==> config.mk <==
export PLATFORM = sky130hd
export DESIGN_NAME = pc_sequencer
export DESIGN_NICKNAME = d
export VERILOG_FILES = /design/src/rtl/core_pkg.sv /design/src/rtl/pc_next_sel.sv /design/src/rtl/pc_sequencer.sv
export SDC_FILE = /design/constraint.sdc
export NUM_CORES = 1
export LEC_CHECK = 0
export CAP_MARGIN = 10
export CORE_UTILIZATION = 40
export DETAILED_ROUTE_END_ITERATION = 8
export PLACE_DENSITY_LB_ADDON = 0.25
export SLEW_MARGIN = 20
export SYNTH_ARGS = -nofsm -noshare
export SYNTH_HDL_FRONTEND = slang
export SYNTH_SLANG_ARGS = --single-unit
==> constraint.sdc <==
create_clock -name clk -period 2.2 [get_ports clk]
set_clock_uncertainty 0.05 [all_clocks]
set_input_delay 0.44 -clock clk [delete_from_list [all_inputs] [get_ports clk]]
set_output_delay 0.44 -clock clk [all_outputs]
set_load 0.02 [all_outputs]
==> src/rtl/core_pkg.sv <==
// core_pkg: shared FSM state type and default core constants
package core_pkg;
  typedef enum logic [1:0] {BOOT, OFFER, EXEC, HALT} pc_state_e;
  localparam int          DEF_XLEN         = 32;
  localparam logic [31:0] DEF_RESET_VECTOR = 32'h0000_0000;
  localparam logic [31:0] DEF_TRAP_VECTOR  = 32'h0000_0100;
  localparam int          DEF_INCR         = 4;
endpackage

==> src/rtl/pc_next_sel.sv <==
// pc_next_sel: priority/alignment selection of the next PC for a resolving instruction
module pc_next_sel import core_pkg::*; #(
  parameter int              XLEN        = DEF_XLEN,
  parameter logic [XLEN-1:0] TRAP_VECTOR = DEF_TRAP_VECTOR,
  parameter int              INCR        = DEF_INCR,
  parameter int              IALIGN_BITS = 2
) (
  input  logic [XLEN-1:0] pc,
  input  logic [XLEN-1:0] epc,
  input  logic            trap_req,
  input  logic            mret,
  input  logic            redirect_valid,
  input  logic [XLEN-1:0] redirect_target,
  input  logic            advance,
  output logic            resolved,
  output logic            take_trap,
  output logic            misaligned_d,
  output logic [XLEN-1:0] next_pc
);
  logic bad_target;
  always_comb begin
    bad_target   = redirect_valid && |redirect_target[IALIGN_BITS-1:0];
    resolved     = trap_req || mret || redirect_valid || advance;
    take_trap    = trap_req || (!mret && bad_target);
    misaligned_d = !trap_req && !mret && bad_target;
    next_pc      = take_trap      ? TRAP_VECTOR :
                   mret           ? epc :
                   redirect_valid ? redirect_target :
                   advance        ? pc + XLEN'(INCR) : pc;
  end
endmodule

==> src/rtl/pc_sequencer.sv <==
// pc_sequencer: architectural PC holder with fetch handshake, trap entry/return and halt
module pc_sequencer import core_pkg::*; #(
  parameter int              XLEN         = DEF_XLEN,
  parameter logic [XLEN-1:0] RESET_VECTOR = DEF_RESET_VECTOR,
  parameter logic [XLEN-1:0] TRAP_VECTOR  = DEF_TRAP_VECTOR,
  parameter int              INCR         = DEF_INCR,
  parameter int              IALIGN_BITS  = 2
) (
  input  logic            clk,
  input  logic            rst_n,
  output logic [XLEN-1:0] pc,
  output logic            pc_valid,
  input  logic            fetch_ready,
  input  logic            advance,
  input  logic            redirect_valid,
  input  logic [XLEN-1:0] redirect_target,
  input  logic            trap_req,
  input  logic            mret,
  input  logic            halt_req,
  input  logic            resume,
  output logic [XLEN-1:0] epc,
  output logic            misaligned,
  output logic            halted
);
  pc_state_e       state;
  logic            halt_pend;
  logic            resolved;
  logic            take_trap;
  logic            misaligned_d;
  logic [XLEN-1:0] next_pc;

  pc_next_sel #(
    .XLEN(XLEN), .TRAP_VECTOR(TRAP_VECTOR), .INCR(INCR), .IALIGN_BITS(IALIGN_BITS)
  ) u_sel (
    .pc(pc), .epc(epc), .trap_req(trap_req), .mret(mret),
    .redirect_valid(redirect_valid), .redirect_target(redirect_target), .advance(advance),
    .resolved(resolved), .take_trap(take_trap), .misaligned_d(misaligned_d), .next_pc(next_pc)
  );

  always_ff @(posedge clk) begin
    if (!rst_n) begin
      state      <= BOOT;
      pc         <= RESET_VECTOR;
      epc        <= '0;
      pc_valid   <= 1'b0;
      misaligned <= 1'b0;
      halted     <= 1'b0;
      halt_pend  <= 1'b0;
    end else begin
      misaligned <= 1'b0;
      case (state)
        BOOT: begin
          state     <= OFFER;
          pc_valid  <= 1'b1;
          halt_pend <= halt_pend || halt_req;
        end
        OFFER: begin
          halt_pend <= halt_pend || halt_req;
          if (fetch_ready) begin
            state    <= EXEC;
            pc_valid <= 1'b0;
          end
        end
        EXEC: begin
          if (resolved) begin
            pc         <= next_pc;
            misaligned <= misaligned_d;
            if (take_trap) epc <= pc;
            // a pending or same-cycle halt request is consumed by the resolution
            if (halt_req || halt_pend) begin
              state     <= HALT;
              halted    <= 1'b1;
              halt_pend <= 1'b0;
            end else begin
              state    <= OFFER;
              pc_valid <= 1'b1;
            end
          end else begin
            halt_pend <= halt_pend || halt_req;
          end
        end
        HALT: begin
          if (resume) begin
            state    <= OFFER;
            pc_valid <= 1'b1;
            halted   <= 1'b0;
          end
        end
      endcase
    end
  end
endmodule

Yosys cells after proc, flatten, opt, wreduce, memory -nomap -nowiden. Cells that the tools add are included.

Logic and storage cells: 62. Output and inout port bits: 67. Flip-flop bits (word level): 70.

Reductions and logical operators: 24. Eq/ne operators: 9. Muxes and demuxes: 21. $add $sub $neg: 1.

Operators with widths (count): $mux 32 (4); $add 32x3->32 const B (1); $reduce_and 3->1 (4); $ne 2x2->1 const B (5); $mux 1 (9); $mux 2 (4); $pmux 2 s4 (1); $reduce_and 4->1 (2); $logic_or 1x1->1 (5); $eq 2x2->1 const B (2); $logic_and 1x1->1 (4); $pmux 1 s2 (2); $pmux 1 s4 (1); $reduce_bool 2->1 (2); $reduce_bool 4->1 (1); $reduce_or 2->1 (2); $ne 3x3->1 const B (1); $eq 2x1->1 const B (1); $logic_not 1->1 (2); $logic_not 2->1 (1); $reduce_and 2->1 (1).

Logic depth before layout (Yosys ltp). Gate-level depths: netlist of run 1.

Depth after elaboration: 6. Gate-level depth with buffers: 9. Depth with buffers taken out: 7.

Cells and area by module. Synthesis of run 1 repeated with hierarchy kept, for this count alone.

Cell total of the unflattened synthesis: 529. Area, all modules: 4038.9 um2.

By module, submodules not included: pc_sequencer (area an instance 2662.6 um2, cells each 323, times used 1, seq. area each 1401.3 um2); pc_next_sel (area an instance 1376.3 um2, cells each 206, times used 1, seq. area each 0.0 um2).

Least setup slack after synthesis of run 1. No wires, ideal clock.

Path kind: flip-flop to flip-flop. From: register pc[2]. To: register pc[24]. Required time: 2092 ps. Stages on the path, launching flop included: 8. Library setup time: 58 ps. Arrival time: 2096 ps. Setup slack: -4 ps. Clock period less this slack: 2204 ps. Path through: dfxtp_1 ha_1 nand4_1 or4_1 buf_2 o21a_1 a2111oi_1 a21o_1.

Cells in the longest elaborated chain, start to end: 5.

Ends and longest elaborated chain: start: declaration (RTL line pc_sequencer.sv:11) `output logic [XLEN-1:0] pc,`; start signal: assignment (RTL line pc_sequencer.sv:66) `pc <= next_pc;`; $add 32x3->32 (RTL line pc_next_sel.sv:29) `advance ? pc + XLEN'(INCR) : pc;`; $mux 32 (RTL line pc_next_sel.sv:29); $mux 32 (RTL line pc_next_sel.sv:28) `redirect_valid ? redirect_target :`; $mux 32 (RTL line pc_next_sel.sv:27) `mret ? epc :`; $mux 32 (RTL line pc_next_sel.sv:26) `next_pc = take_trap ? TRAP_VECTOR :`.

Every way passes these cells. The select of a mux whose other input is x is not followed. A chain may end at the register's enable or synchronous reset.

Final worst setup path of run 1.
From: register pc[3]. To: register pc[24].

Same word-level chain as after synthesis.

==> results of run 1 <==
==> timing repair <==
item	4_1_cts	5_1_grt
pin swaps	1	3
gates resized for setup	3	9
buffers inserted	0	5
setup endpoints to repair	8	26
==> power breakdown <==
| group | internal, µW | switching [µW] | total [µW] |
|---|---|---|---|
| registers | 1280 | 15.3 | 1300 |
| clock network | 449 | 482 | 931 |
| logic | 205 | 230 | 435 |
==> kinds of logic after synthesis <==
logic type | share of synthesized area
DFF | 0.3565
and+or+nand+nor | 0.2556
adders and majority gates | 0.01910
AOI/OAI and AO/OA | 0.2565
muxes | 0.02037
buffers and inverters | 0.06079
xor gates and xnor gates | 0.03119
==> worst max-delay path: cells and delay by family (launching register included) <==
family / cells / cell delay [ns]
simple gates: 2 / 0.74
compound gates: 3 / 0.73
flops: 1 / 0.38
fa+ha+maj: 1 / 0.20
==> cell type report <==
type | instances | area (µm²) | area share
clock inverters | 2 | 10.01 | 0.001709
inverters | 14 | 52.55 | 0.008972
flip-flops and latches | 70 | 1404 | 0.2397
clock buffers | 11 | 151.4 | 0.02585
repair buffers | 191 | 1748 | 0.2984
multi-input cells | 380 | 2330 | 0.3978
well taps | 129 | 161.4 | 0.02756
==> state kept, by name, indices dropped and copies added (netlist names) <==
register    count
pc             32
epc            32
halted          1
misaligned      1
pc_valid        1
state           2
halt_pend       1
==> layer usage <==
layer  vias up  global-route usage  share of wire  wire (µm)
met2       229              0.4521           0.47       6709
li1       2135                   -              -          -
met5         -                   0              0          0
met3        31             0.06073          0.086       1224
met1      2089              0.3671           0.42       5999
met4         0              0.1148          0.024        345
==> worst paths after layout <==
check          from  endpoint  depth (start not counted)
min          epc[7]    epc[7]                          2
max           pc[3]    pc[24]                          6
max reg2reg   pc[3]    pc[24]                          6
min reg2reg  epc[7]    epc[7]                          2
==> cell usage in the layout (no fill, tap or decap), types with 11 or more instances in the layout <==
cell type and instances:
clkdlybuf4s50_1 105, nand2_1 101, buf_4 80, dfxtp_1 68, a21oi_1 54, nor2_1 25, nor3_1 17, o21ai_0 16
inv_1 12, clkbuf_8 11
==> stage by stage <==
stage          hold WS (ns)  setup TNS, ns  power, µW  instance area, µm²  worst slack (ns)
2_1_floorplan        0.4039              0       1519                3933          0.009563
3_3_place_gp         0.4122         -10.61       1741                5612           -0.2562
3_5_place_dp         0.4219         -14.38       1750                5612           -0.3454
4_1_cts              0.4329              0       2666                5788          0.001423
5_1_grt              0.4414       -0.03876       2757                5857          -0.03876
6_report             0.4307              0       2664                5857           0.05045
==> flow_metrics.tcl, run 1 <==
set metrics [dict create \
    grt_max_degree 28 \
    grt_pass1_vias 4250 \
    syn2layout_area_growth_pct 48.98 \
    gp_congestion 0.9462 \
    required_ns 2.44 \
    arrival_ns 2.39 \
    cts_hold_buf 0 \
    ys.flop_type "dfxtp_1" \
    drt_iter0_markers 315 \
    finalNonFillerCells 797 \
    clock_sinks 70 \
    fmax_mhz 465.2 \
    path_class "reg2reg" \
    critPathLaunchType "register" \
    setup_viol 0 \
    cts_tree "yes" \
    synth_warnings 0 \
    core-area_mm2 0.009371 \
    post-route-util 0.6250 \
    yosys-top-cells-count "nand2_1, dfxtp_1, a21oi_1, nor2_1, nor3_1" \
    final.min_clock_period_ns 2.150 \
    clockBufferDepth 2 \
    synthMostInstantiatedCell "nand2_1" \
    cellLeakagePower_uw 0.002086 \
    ant_nets 0 \
    die-area_mm2 0.01023 \
    avgSynthCellArea_um2 7.847 \
    ioPinCount 108 \
    syn_nets 548 \
    wl_mm 14.28 \
    synth_cell_type_count 68 \
    peakVddDrop_uv 341.4 \
    nets 713 \
    ys_seq_elements 70 \
    relSlewSlack 0.5699 \
    grt_usage 0.2814 \
    fin_crit_sh 0.9771 \
    slew_violations 0 \
    start_util 0.4195 \
    synth-seq-area-share 0.3565 \
    outcome "finished clean" \
    drive_gt1_frac 0.1901 \
    synth.largest_area_cell "dfxtp_1" \
    grt_pass1_wl_mm 21.96 \
    fill_cells 839 \
    die_w_um 101.1 \
    worst_pin_slew_ns 0.6402 \
    wl_per_cell_um 17.92 \
    synthTopCellsByArea "dfxtp_1, nand2_1, a21oi_1, nor2_1, nor3_1" \
    portBuffers 107 \
    hp-class "reg2reg" \
    hold_viol 0 \
    syn-cell-area_mm2 0.003931 \
    clk_pin_slew_ns 0.07 \
    antenna_found_initial 0 \
    numPlacedInstances 779 \
    h-tree-depth 3 \
    cp-end-kind "register" \
    numCtsBuffers 9 \
    crit_chain "ha_1 -> nand4_1 -> or4_4 -> o21a_1 -> a2111oi_2 -> a21o_1" \
    vias 4484 \
    ctsRootBufferMaster "clkbuf_8" \
    synth-edff-count 0 \
    die_h_um 101.1 \
    fp-row-count 35 \
    diodes 0 \
    synth_top_area_frac 0.3565 \
    drc_errors 0 \
    crit_fanout 5 \
    via_per_inst 5.626 \
    worstSkewPairLatency_ns 0.35 \
    drt_first_pass_iters 5 \
    grt_overflow_total 0 \
    place_hpwl_mm 10.49 \
    p_per_area_mw_per_mm2 454.9 \
    crit_path_top_delay_cell "or4_4" \
    max_stage_delay_ns 0.57 \
    synth-async-reset-ratio 0 \
    cap_violations 0 \
    synthCells 501 \
    worst-r2r-setup-slack_ns 0.05 \
]
Note: power is estimated with default switching activity, not from simulation.
==> run 2: changes to the inputs <==
--- a/config.mk
+++ b/config.mk
@@ -9,7 +9,6 @@
 export CORE_UTILIZATION = 40
 export DETAILED_ROUTE_END_ITERATION = 8
 export PLACE_DENSITY_LB_ADDON = 0.25
-export SLEW_MARGIN = 20
 export SYNTH_ARGS = -nofsm -noshare
 export SYNTH_HDL_FRONTEND = slang
 export SYNTH_SLANG_ARGS = --single-unit
==> results of run 2 <==
Final layout, timing and power as in run 1 (identical DEF).
